### src/rtl/tron_round_ctrl.sv
// Match/round sequencer for the two-player light-cycle game: countdown, play gating,
// crash-to-score conversion, inter-round hold and match winner.
module tron_round_ctrl #(
    parameter int WIN_SCORE   = 3,
    parameter int COUNT_TICKS = 3,
    parameter int HOLD_TICKS  = 8,
    parameter int SCORE_W     = 3,
    localparam int CD_W = ($clog2(COUNT_TICKS + 1) < 2) ? 2 : $clog2(COUNT_TICKS + 1),
    localparam int HC_W = ($clog2(HOLD_TICKS + 1) < 1) ? 1 : $clog2(HOLD_TICKS + 1)
) (
    input  logic               clk,
    input  logic               reset,
    input  logic               start,
    input  logic               tick,
    input  logic               crash1,
    input  logic               crash2,
    output logic               run,
    output logic               clear,
    output logic [CD_W-1:0]    countdown,
    output logic [SCORE_W-1:0] score1,
    output logic [SCORE_W-1:0] score2,
    output logic [1:0]         round_result,
    output logic [1:0]         winner,
    output logic [2:0]         state
);

    typedef enum logic [2:0] {
        S_IDLE      = 3'd0,
        S_COUNTDOWN = 3'd1,
        S_PLAY      = 3'd2,
        S_ROUND_END = 3'd3,
        S_MATCH_END = 3'd4
    } state_t;

    state_t             state_q, state_d;
    logic               run_q, run_d;
    logic               clear_q, clear_d;
    logic [CD_W-1:0]    countdown_q, countdown_d;
    logic [SCORE_W-1:0] score1_q, score1_d;
    logic [SCORE_W-1:0] score2_q, score2_d;
    logic [1:0]         result_q, result_d;
    logic [1:0]         winner_q, winner_d;
    logic [HC_W-1:0]    hold_q, hold_d;
    logic [SCORE_W-1:0] score1_inc, score2_inc;

    localparam logic [SCORE_W-1:0] WIN_VAL = SCORE_W'(WIN_SCORE);

    // Saturating increment: a score never wraps back to zero.
    assign score1_inc = (score1_q == '1) ? score1_q : score1_q + 1'b1;
    assign score2_inc = (score2_q == '1) ? score2_q : score2_q + 1'b1;

    always_comb begin
        state_d     = state_q;
        clear_d     = 1'b0;
        countdown_d = countdown_q;
        score1_d    = score1_q;
        score2_d    = score2_q;
        result_d    = result_q;
        winner_d    = winner_q;
        hold_d      = hold_q;

        case (state_q)
            S_IDLE: begin
                countdown_d = '0;
                if (start) begin
                    state_d     = S_COUNTDOWN;
                    score1_d    = '0;
                    score2_d    = '0;
                    result_d    = 2'b00;
                    winner_d    = 2'b00;
                    countdown_d = CD_W'(COUNT_TICKS);
                    clear_d     = 1'b1;
                end
            end
            S_COUNTDOWN: begin
                if (!start) begin
                    state_d     = S_IDLE;
                    countdown_d = '0;
                end else if (tick) begin
                    countdown_d = countdown_q - 1'b1;
                    if (countdown_q == CD_W'(1))
                        state_d = S_PLAY;
                end
            end
            S_PLAY: begin
                if (!start) begin
                    state_d = S_IDLE;
                end else if (crash1 || crash2) begin
                    state_d = S_ROUND_END;
                    hold_d  = '0;
                    if (crash1 && crash2) begin
                        result_d = 2'b11;
                    end else if (crash1) begin
                        result_d = 2'b10;
                        score2_d = score2_inc;
                        if (score2_inc == WIN_VAL) begin
                            state_d  = S_MATCH_END;
                            winner_d = 2'b10;
                        end
                    end else begin
                        result_d = 2'b01;
                        score1_d = score1_inc;
                        if (score1_inc == WIN_VAL) begin
                            state_d  = S_MATCH_END;
                            winner_d = 2'b01;
                        end
                    end
                end
            end
            S_ROUND_END: begin
                if (!start) begin
                    state_d = S_IDLE;
                end else if (tick) begin
                    if (hold_q == HC_W'(HOLD_TICKS - 1)) begin
                        state_d     = S_COUNTDOWN;
                        hold_d      = '0;
                        countdown_d = CD_W'(COUNT_TICKS);
                        clear_d     = 1'b1;
                        result_d    = 2'b00;
                    end else begin
                        hold_d = hold_q + 1'b1;
                    end
                end
            end
            S_MATCH_END: begin
                if (!start)
                    state_d = S_IDLE;
            end
            default: state_d = S_IDLE;
        endcase

        // Registered so run falls on the very edge that leaves PLAY.
        run_d = (state_d == S_PLAY);
    end

    always_ff @(posedge clk or posedge reset) begin
        if (reset) begin
            state_q     <= S_IDLE;
            run_q       <= 1'b0;
            clear_q     <= 1'b0;
            countdown_q <= '0;
            score1_q    <= '0;
            score2_q    <= '0;
            result_q    <= 2'b00;
            winner_q    <= 2'b00;
            hold_q      <= '0;
        end else begin
            state_q     <= state_d;
            run_q       <= run_d;
            clear_q     <= clear_d;
            countdown_q <= countdown_d;
            score1_q    <= score1_d;
            score2_q    <= score2_d;
            result_q    <= result_d;
            winner_q    <= winner_d;
            hold_q      <= hold_d;
        end
    end

    assign run          = run_q;
    assign clear        = clear_q;
    assign countdown    = countdown_q;
    assign score1       = score1_q;
    assign score2       = score2_q;
    assign round_result = result_q;
    assign winner       = winner_q;
    assign state        = state_q;

endmodule

### config.mk
export PLATFORM = sky130hd
export DESIGN_NAME = tron_round_ctrl
export DESIGN_NICKNAME = d
export VERILOG_FILES = /design/src/rtl/tron_round_ctrl.sv
export SDC_FILE = /design/constraint.sdc
export NUM_CORES = 1
export LEC_CHECK = 0
export ABC_AREA = 1
export ABC_CLOCK_PERIOD_IN_PS = 1500
export CAP_MARGIN = 20
export CORE_MARGIN = 2
export CORE_UTILIZATION = 40
export DETAILED_ROUTE_END_ITERATION = 16
export GPL_ROUTABILITY_DRIVEN = 1
export PLACE_DENSITY = 0.74
export SKIP_CTS_REPAIR_TIMING = 1
export SLEW_MARGIN = 20
export SYNTH_ARGS = -nofsm -noshare
export SYNTH_HDL_FRONTEND = slang
export SYNTH_SLANG_ARGS = --single-unit
### constraint.sdc
create_clock -name clk -period 1.5 [get_ports clk]
set_input_delay 0.225 -clock clk [delete_from_list [all_inputs] [get_ports clk]]
set_output_delay 0.225 -clock clk [all_outputs]
set_load 0.02 [all_outputs]
==> results of run 1 <==
==> placed cells by master, fill, tap and decap left out, types with 4 or more instances in the layout <==
| master | n |
|---|---|
| a21oi_1 | 6 |
| inv_2 | 5 |
| o21ai_0 | 11 |
| dlymetal6s2s_1 | 17 |
| nand2_1 | 48 |
| inv_1 | 16 |
| nor2_4 | 6 |
| buf_4 | 26 |
| nand3_1 | 9 |
| clkdlybuf4s50_1 | 5 |
| nor2_1 | 14 |
| dfrtp_1 | 17 |
| dfrtp_2 | 4 |
| o21ai_1 | 5 |
==> final cells by class <==
class	instances	area share (%)
multi-input combinational	130	38.4
timing repair buffer	50	25.0
tap	44	2.81
inverter	23	5.31
sequential	21	27.1
clock buffer	4	1.34
==> through the flow <==
stage	instances	setup slack, ns	TNS, ns
after detailed placement	253	-0.176	-2.23
after CTS	257	-0.243	-1.51
after global placement	253	-0.124	-1.42
after floorplan	175	0.0787	0
final	272	-0.0341	-0.131
after global routing	272	-0.0982	-0.634
==> worst max path at each step <==
stage | start | to | slack (ns) | cells past startpoint
2_1_floorplan | score2[0]$_DFFE_PP0P_ | score2[0]$_DFFE_PP0P_ | 0.08 | 5
3_3_place_gp | crash2 | winner[0]$_DFFE_PP0P_ | -0.12 | 9
3_5_place_dp | crash1 | winner[1]$_DFFE_PP0P_ | -0.18 | 9
4_1_cts | state[2]$_DFF_PP0_ | state[2] | -0.24 | 1
5_1_grt | state[2]$_DFF_PP0_ | score1[0]$_DFFE_PP0P_ | -0.1 | 9
6_report | state[2]$_DFF_PP0_ | score1[0]$_DFFE_PP0P_ | -0.03 | 9
==> cell families (layout without fill, tap and decap cells) <==
kind of cell,Yosys count,after routing,synth area share [%]
xor gates and xnor gates,2,2,1.34
DFF,21,21,40.2
and+or+nand+nor,96,96,35.0
AOI/OAI and AO/OA,28,28,12.2
buffers and inverters,24,77,7.46
adders and majority gates,4,4,3.82
==> flip-flops by register name, summed over array words and instances, names as in the netlist <==
| signal | cells |
|---|---|
| clear | 1 |
| countdown | 2 |
| hold_q | 4 |
| round_result | 2 |
| run | 1 |
| score1 | 3 |
| score2 | 3 |
| state | 3 |
| winner | 2 |
==> worst max-delay path, delay by kind of cell (launching register included) <==
kind	cells	cell delay [ns]
buf+inv	3	0.26
compound gates	1	0.21
simple gates	5	0.49
flops	1	0.47
==> power by group through the flow <==
stage	combinational [W]	sequential, W	clock (W)
finish	0.00140	0.000836	0.000286
global route	0.00155	0.000851	0.000323
CTS	0.00117	0.000833	0.000298
detailed placement	0.00116	0.000843	0
global placement	0.00114	0.000848	0
floorplan	0.000656	0.000946	0
==> per-layer routing <==
layer	wire (um)	share of wire [%]	global-route usage (%)
met4	58	1.8	7.45
met1	1480	45	24.4
met5	0	0	0
met3	115	3.5	2.31
met2	1610	49	24.3
==> out/metrics.csv, run 1 <==
stage,metric,value,unit
floorplanning,initial_utilization,42.5,%
pwr,seq_power_share,33.1,%
grt,grt_max_degree,22,
worst_setup_path,crit_chain,buf_12 > clkinv_8 > nand3_4 > o21ai_4 > nand2_4 > nor2_4 > inv_2 > nand2_1 > nand2_1,
place,routabilityCongestion,0.783,
grt,grt_overflow,0,
worst_setup_path,crit_type,reg2reg,
pwr,totalPowerFinal,0.00253,W
final_layout,multi_input_area,752,um2
detailed_routing,drt_wl_total,3.26,mm
grt,grt_use_total,16.6,%
final_layout,seq_area,531,um2
pwr,power.density,1290,nW/um2
pwr,share_comb_of_total_power,55.6,%
synthesis,ys_top_cells_by_count,"nand2_1, dfrtp_1, inv_1, nor2_1, o21ai_0",
status,violations,setup timing,
synthesis,synth.distinct_cells,25,
detailed_routing,wl_per_cell,12.0,um
synthesis,syn-cell-area,1310,um2
timing,skew,0.00677,ns
timing,rsz0062_at_grt,true,
final_layout,design_area,1960,um2
clock_tree,clockBufferDepth,2,
floorplanning,coreArea,3080,um2
worst_setup_path,end_kind,flip-flop,
synthesis,synth.area.top_cells,"dfrtp_1, nand2_1, o21ai_0, inv_1, nor2_1",
pwr,p_leak,1.21,nW
timing,maxSlewHeadroom,79.9,%
clock_tree,cts_buffers,3,
timing,slew_viol_final,0,
floorplanning,num_io_pins,23,
worst_setup_path,r2r_end,score1[0]$_DFFE_PP0P_,
clock_tree,clk_root_buffer_cell,clkbuf_4,
floorplanning,die_w,61.2,um
detailed_routing,drtPass1Iterations,4,
floorplanning,die_h,61.2,um
grt,grt_pass1_vias,1084,
synthesis,seq_area_frac_synth,40.2,%
detailed_routing,drt.antenna.violating_nets,0,
pwr,switchingPower,0.00112,W
timing,worstMarginPinSlew,0.300,ns
timing,timing.fmax,652,MHz
final_layout,area_growth,49.5,%
detailed_routing,drc,0,
timing,fin_crit_sh,102,%
final_layout,fin_nets,239,
timing,finalHoldViolCount,0,
place,io_buffers,22,
status,status,"finished, violations left",
timing,setup_slack,-0.0341,ns
worst_setup_path,timing.rr.start,state[2]$_DFF_PP0_,
final_layout,fillers,236,
synthesis,synth.largest_area_cell,dfrtp_1,
flow_run,max-cap-violations,0,
clock_tree,cts_tree,yes,
grt,antenna_found_initial,0,
detailed_routing,viasPerCell,4.82,
pwr,vdd_drop_max,824,uV
synthesis,synth_edf_count,0,
place,placed_area,1670,um2
floorplanning,std_cell_rows,20,
pwr,clkPwrFrac,11.3,%
worst_setup_path,cp_slowest_cell,dfrtp_2,
worst_setup_path,cp.arrival,1.75,ns
detailed_routing,drtIter0Drc,36,
worst_hold_path,hp-class,in2async,
clock_tree,worstSkewPairLatency,0.31,ns
pwr,p_int,0.00141,W
final_layout,drive_above_1_share,28.5,%
floorplanning,die_area,3750,um2
synthesis,yosysMostFrequentCell,nand2_1,
synthesis,syn_nets,185,
timing,setup-violations-final,6,
synthesis,synth_cells,175,
synthesis,synth-async-reset-ratio,100,%
timing,whs,0.226,ns
worst_setup_path,rrSetupSlack,-0.03,ns
detailed_routing,num_vias,1311,
place,place_hpwl,2.06,mm
clock_tree,cts_htree_levels,1,
final_layout,antenna_cells,0,
worst_setup_path,crit_top_cell,nand2_1,
worst_setup_path,cp_max_fo,8,
synthesis,ys.flop_type,dfrtp_1,
worst_setup_path,reg2regPathDepth,9,
worst_setup_path,cpPeakStageDelay,0.47,ns
pwr,swShare,44.2,%
timing,post-route-min-period,1.53,ns
clock_tree,cts_sinks,21,
worst_setup_path,startpoint_type,flip-flop,
grt,grt_pass1_wl,4.62,mm
final_layout,utilization,63.6,%
synthesis,yosysWarnings,0,
synthesis,synth_area_per_cell,7.48,um2
synthesis,ys_seq_elements,21,
clock_tree,path_clk_slew,0.12,ns
synthesis,synth_top_area_share,40.2,%
worst_setup_path,crit_required,1.72,ns
No activity file was read; power rests on OpenSTA's default activity.
==> inputs of run 2 (changes only) <==
--- a/config.mk
+++ b/config.mk
@@ -13,6 +13,7 @@
 export DETAILED_ROUTE_END_ITERATION = 16
 export GPL_ROUTABILITY_DRIVEN = 1
 export PLACE_DENSITY = 0.74
+export SETUP_SLACK_MARGIN = 0.5
 export SKIP_CTS_REPAIR_TIMING = 1
 export SLEW_MARGIN = 20
 export SYNTH_ARGS = -nofsm -noshare
==> run 2 against run 1 <==
Compared with the run above: the run now ends clean; final cell count increased by 0.74%; critical endpoint is now score1[1]$_DFFE_PP0P_; sequential power increased by 3.9%; highest routed layer unchanged; largest power group unchanged; clock skew decreased by 0.0052 ns.
==> out/metrics.csv, run 2 (same netlist as run 1, synthesis figures left out) <==
stage,metric,value,unit
status,status,completed,
worst_setup_path,cp.arrival,1.63,ns
floorplanning,die_area,3750,um2
detailed_routing,viasPerCell,4.77,
place,place_hpwl,2.14,mm
final_layout,final_cell_mix,"nand2_1, buf_4, inv_1, buf_6, dfrtp_1",
worst_hold_path,hp-class,in2async,
clock_tree,cts_buffers,3,
worst_setup_path,cpPeakStageDelay,0.48,ns
worst_setup_path,crit_family,simple AND/OR/NAND/NOR gates,
worst_setup_path,cp_slowest_cell,dfrtp_2,
final_layout,design_area,1990,um2
timing,fin_crit_sh,94.3,%
floorplanning,initial_utilization,42.5,%
floorplanning,std_cell_rows,20,
final_layout,drive_above_1_share,42.6,%
clock_tree,clk_root_buffer_cell,clkbuf_4,
pwr,power.density,1300,nW/um2
timing,post-route-min-period,1.41,ns
final_layout,fin_nets,241,
timing,whs,0.231,ns
place,place_inst,250,
floorplanning,coreArea,3080,um2
final_layout,antenna_cells,0,
detailed_routing,drtIter0Drc,28,
clock_tree,cts_sinks,21,
pwr,vdd_drop_max,736,uV
place,routabilityCongestion,0.753,
grt,grt_use_total,16.9,%
timing,worstMarginPinSlew,0.310,ns
clock_tree,worstSkewPairLatency,0.31,ns
final_layout,area_growth,52.3,%
timing,skew,0.00152,ns
clock_tree,cts_tree,yes,
worst_setup_path,crit_type,reg2reg,
worst_setup_path,crit_buf_inv,1,
timing,timing.fmax,707,MHz
floorplanning,die_w,61.2,um
final_layout,layout_commonest_cell,nand2_1,
grt,antenna_found_initial,0,
timing,maxSlewHeadroom,79.2,%
timing,finalHoldViolCount,0,
place,placed_area,1710,um2
clock_tree,clockBufferDepth,2,
worst_setup_path,crit_required,1.71,ns
final_layout,largest_reg_flops,4,
grt,grt_overflow,0,
worst_setup_path,cp_max_fo,4,
detailed_routing,drt.antenna.violating_nets,0,
worst_setup_path,startpoint_type,flip-flop,
clock_tree,path_clk_slew,0.12,ns
worst_setup_path,end_kind,flip-flop,
pwr,p_leak,0.986,nW
timing,slew_viol_final,0,
final_layout,largest-register,hold_q,
detailed_routing,wl_per_cell,11.1,um
detailed_routing,drtPass1Iterations,4,
detailed_routing,num_vias,1307,
detailed_routing,drc,0,
place,io_buffers,22,
detailed_routing,drt_wl_total,3.05,mm
timing,tns,0,ns
grt,grt_pass1_vias,1066,
grt,grt_pass1_wl,4.77,mm
timing,rsz0062_at_grt,true,
flow_run,max-cap-violations,0,
final_layout,stdcell_count,274,
floorplanning,die_h,61.2,um
floorplanning,num_io_pins,23,
worst_setup_path,crit_chain,buf_6 > nor3_2 > nor2_4 > nand2_2 > nor2_4 > nand2_1 > nand2_2,
clock_tree,cts_htree_levels,1,
timing,setup-violations-final,0,
grt,grt_max_degree,22,
## run 2: changes by cell type in the layout (fill, tap and decap cells not counted), sizes merged
cell / delta
inv: +1
dlymetal6s2s: -16
buf: +17
## run 2: per-layer routing
layer	part of all wire [%]	track usage, %
met1	48	24.5
met2	48	26.1
met3	2.6	2.31
met5	0	0
met4	1.4	5.59
## run 2: final timing paths
check,from,to,slack [ns],depth (start not counted)
max in group asynchronous,reset,score1[0]$_DFFE_PP0P_,1.04,3
min reg2reg,countdown[1]$_DFFE_PP0P_,countdown[1]$_DFFE_PP0P_,0.56,2
min in group clk,countdown[1]$_DFFE_PP0P_,countdown[1]$_DFFE_PP0P_,0.56,2
max reg2reg,state[2]$_DFF_PP0_,score1[1]$_DFFE_PP0P_,0.09,7
max,state[2]$_DFF_PP0_,score1[1]$_DFFE_PP0P_,0.09,7
min,reset,hold_q[0]$_DFFE_PP0P_,0.23,3
## run 2: power breakdown
group          total, W  internal, W  switching, W
logic           0.00145     0.000665      0.000783
clock network  0.000279    0.0000996      0.000179
registers      0.000869     0.000705      0.000163
## run 2: final cells by class
type                            count  area, um2
Clock inverter                      1       5.00
Sequential cell                    21        534
Multi-Input combinational cell    130        810
Tap cell                           44       55.1
Timing Repair Buffer               52        478
Clock buffer                        3       22.5
Inverter                           23       88.8
Fill cell                         259       1080
## run 2: worst min-delay path: stages
cell and delay, ns:
clkdlybuf4s50_1 0.40, inv_1 0.05, buf_4 0.26
## run 2: through the flow
stage / total power (W) / worst slack [ns] / utilization [%]
finish: 0.00260 / 0.0857 / 64.8
global route: 0.00280 / -0.00471 / 64.8
CTS: 0.00235 / -0.174 / 56.4
detailed placement: 0.00207 / -0.106 / 55.5
global placement: 0.00205 / -0.0721 / 55.5
floorplan: 0.00165 / 0.183 / -
==> inputs of run 3 (changes only) <==
--- a/config.mk
+++ b/config.mk
@@ -9,10 +9,10 @@
 export ABC_CLOCK_PERIOD_IN_PS = 1500
 export CAP_MARGIN = 20
 export CORE_MARGIN = 2
-export CORE_UTILIZATION = 40
+export CORE_UTILIZATION = 50
 export DETAILED_ROUTE_END_ITERATION = 16
 export GPL_ROUTABILITY_DRIVEN = 1
-export PLACE_DENSITY = 0.74
+export PLACE_DENSITY = 0.87
 export SETUP_SLACK_MARGIN = 0.5
 export SKIP_CTS_REPAIR_TIMING = 1
 export SLEW_MARGIN = 20
==> run 3 against run 2 <==
Compared with the run above: combinational power grew 24%; worst hold slack got worse by 0.0096 ns; sequential cell count did not move; register-to-register slack got worse by 0.07 ns; clock skew is 0.0077 ns higher; final area up 4.6%; global-route usage is 5.0 points higher; clock power is 5% higher; final cell count decreased by 3.6%; sequential power is 2% higher; routed wire length up 55%.
==> out/metrics.csv, run 3 (same netlist as run 1, synthesis figures left out) <==
stage,metric,value,unit
status,status,completed,
worst_setup_path,cp.arrival,1.70,ns
flow_run,max-cap-violations,0,
grt,grt_pass1_vias,1111,
timing,setup_slack,0.0119,ns
worst_setup_path,rrSetupSlack,0.01,ns
grt,grt_pass1_wl,4.76,mm
clock_tree,path_clk_slew,0.13,ns
detailed_routing,drtPass1Iterations,4,
timing,post-route-min-period,1.49,ns
timing,rsz0062_at_grt,true,
floorplanning,num_io_pins,23,
final_layout,layout_commonest_cell,nand2_1,
final_layout,antenna_cells,0,
detailed_routing,drc,0,
clock_tree,cts_htree_levels,1,
grt,grt_max_degree,22,
worst_setup_path,crit_type,reg2reg,
worst_setup_path,cp_max_fo,6,
worst_setup_path,crit_family,simple AND/OR/NAND/NOR gates,
worst_setup_path,cpPeakStageDelay,0.49,ns
worst_setup_path,end_kind,flip-flop,
place,routabilityCongestion,0.845,
place,place_hpwl,2.32,mm
clock_tree,cts_sinks,21,
floorplanning,die_w,55.2,um
timing,skew,0.00923,ns
timing,maxSlewHeadroom,73.4,%
grt,antenna_found_initial,0,
floorplanning,die_area,3040,um2
clock_tree,worstSkewPairLatency,0.32,ns
worst_setup_path,reg2regPathDepth,8,
floorplanning,initial_utilization,52.8,%
clock_tree,cts_buffers,3,
floorplanning,std_cell_rows,18,
pwr,power.density,1430,nW/um2
floorplanning,die_h,55.2,um
grt,grt_overflow,0,
worst_setup_path,crit_top_cell,nand2_1,
floorplanning,coreArea,2480,um2
worst_setup_path,cp_slowest_cell,dfrtp_2,
clock_tree,clockBufferDepth,2,
timing,slew_viol_final,0,
worst_hold_path,hp-class,in2async,
clock_tree,clk_root_buffer_cell,clkbuf_4,
final_layout,largest_reg_flops,4,
worst_setup_path,timing.rr.start,state[2]$_DFF_PP0_,
worst_setup_path,crit_buf_inv,2,
detailed_routing,drt_wl_total,4.73,mm
clock_tree,cts_tree,yes,
final_layout,final_cell_mix,"nand2_1, buf_4, buf_6, inv_1",
final_layout,fin_nets,245,
worst_setup_path,crit_chain,inv_4 > nand3_4 > o21ai_4 > nand2_4 > nor2_4 > inv_2 > nand2_1 > nand2_1,
timing,worstMarginPinSlew,0.395,ns
timing,finalHoldViolCount,0,
detailed_routing,drt.antenna.violating_nets,0,
worst_setup_path,r2r_end,score1[0]$_DFFE_PP0P_,
pwr,p_leak,1.03,nW
detailed_routing,num_vias,1512,
timing,setup-violations-final,0,
pwr,vdd_drop_max,1580,uV
detailed_routing,viasPerCell,5.73,
grt,grt_use_total,22.0,%
timing,whs,0.221,ns
detailed_routing,drtIter0Drc,34,
final_layout,area_growth,59.3,%
worst_setup_path,startpoint_type,flip-flop,
place,io_buffers,22,
worst_setup_path,crit_required,1.72,ns
final_layout,largest-register,hold_q,
timing,timing.fmax,672,MHz
final_layout,drive_above_1_share,51.7,%
detailed_routing,wl_per_cell,17.9,um
timing,fin_crit_sh,99.2,%
place,dp_slack,-0.136,ns
[run 3: changes by cell type in the layout (fill, tap and decap cells not counted), moves of 3 or more]
cell     previous run  this run
buf_4              28        33
nand2_1            45        37
nand2_2             6        13
nand3_4             1         4
nor2_1             12         9
o21ai_0            12         5
o21ai_1             4         7
o21ai_2             1         5
[run 3: where the power goes]
group	switching [W]	leakage [nW]	internal, W
clock network	0.000193	0.0177	0.000100
registers	0.000181	0.270	0.000705
logic	0.00104	0.744	0.000758
[run 3: how the worst max path moves through the flow]
stage | slack [ns] | depth (start not counted) | start | end
final | 0.01 | 8 | state[2]$_DFF_PP0_ | score1[0]$_DFFE_PP0P_
after global routing | -0.04 | 8 | state[2]$_DFF_PP0_ | score2[1]$_DFFE_PP0P_
after CTS | -0.17 | 1 | state[2]$_DFF_PP0_ | state[2]
after detailed placement | -0.14 | 9 | crash1 | winner[0]$_DFFE_PP0P_
after global placement | -0.09 | 9 | crash1 | winner[0]$_DFFE_PP0P_
after floorplan | 0.18 | 8 | state[2]$_DFF_PP0_ | score2[2]$_DFFE_PP0P_
[run 3: layout make-up]
class,instances,area [um2]
inverter,23,91.3
clock buffer,3,22.5
sequential,21,536
multi-input combinational,130,895
clock inverter,1,5.00
fill,120,393
timing repair buffer,56,498
tap,30,37.5
[run 3: per-layer routing]
layer / track usage, % / vias to the layer above / routed length [um]
li1: - / 684 / -
met1: 28.1 / 720 / 1690
met2: 36.5 / 80 / 2390
met3: 3.23 / 28 / 383
met4: 10.2 / 0 / 265
met5: 0 / - / 0
[run 3: worst reg2reg max path, cell delays in order, from the launching register on]
cell     delay [ns]
dfrtp_2        0.49
inv_4          0.13
nand3_4        0.17
o21ai_4        0.20
nand2_4        0.09
nor2_4         0.14
inv_2          0.06
nand2_1        0.05
nand2_1        0.05
[run 3: stage by stage]
step                total power (W)  TNS [ns]  util, %  instance area (um2)  instances
detailed placement          0.00207     -1.47     67.4                 1670        233
floorplan                   0.00165         0        -                 1370        175
finish                      0.00298         0     84.1                 2080        264
global route                0.00313    -0.204     84.1                 2080        264
global placement            0.00202    -0.583     67.4                 1670        233
CTS                         0.00236     -1.27     68.5                 1700        237
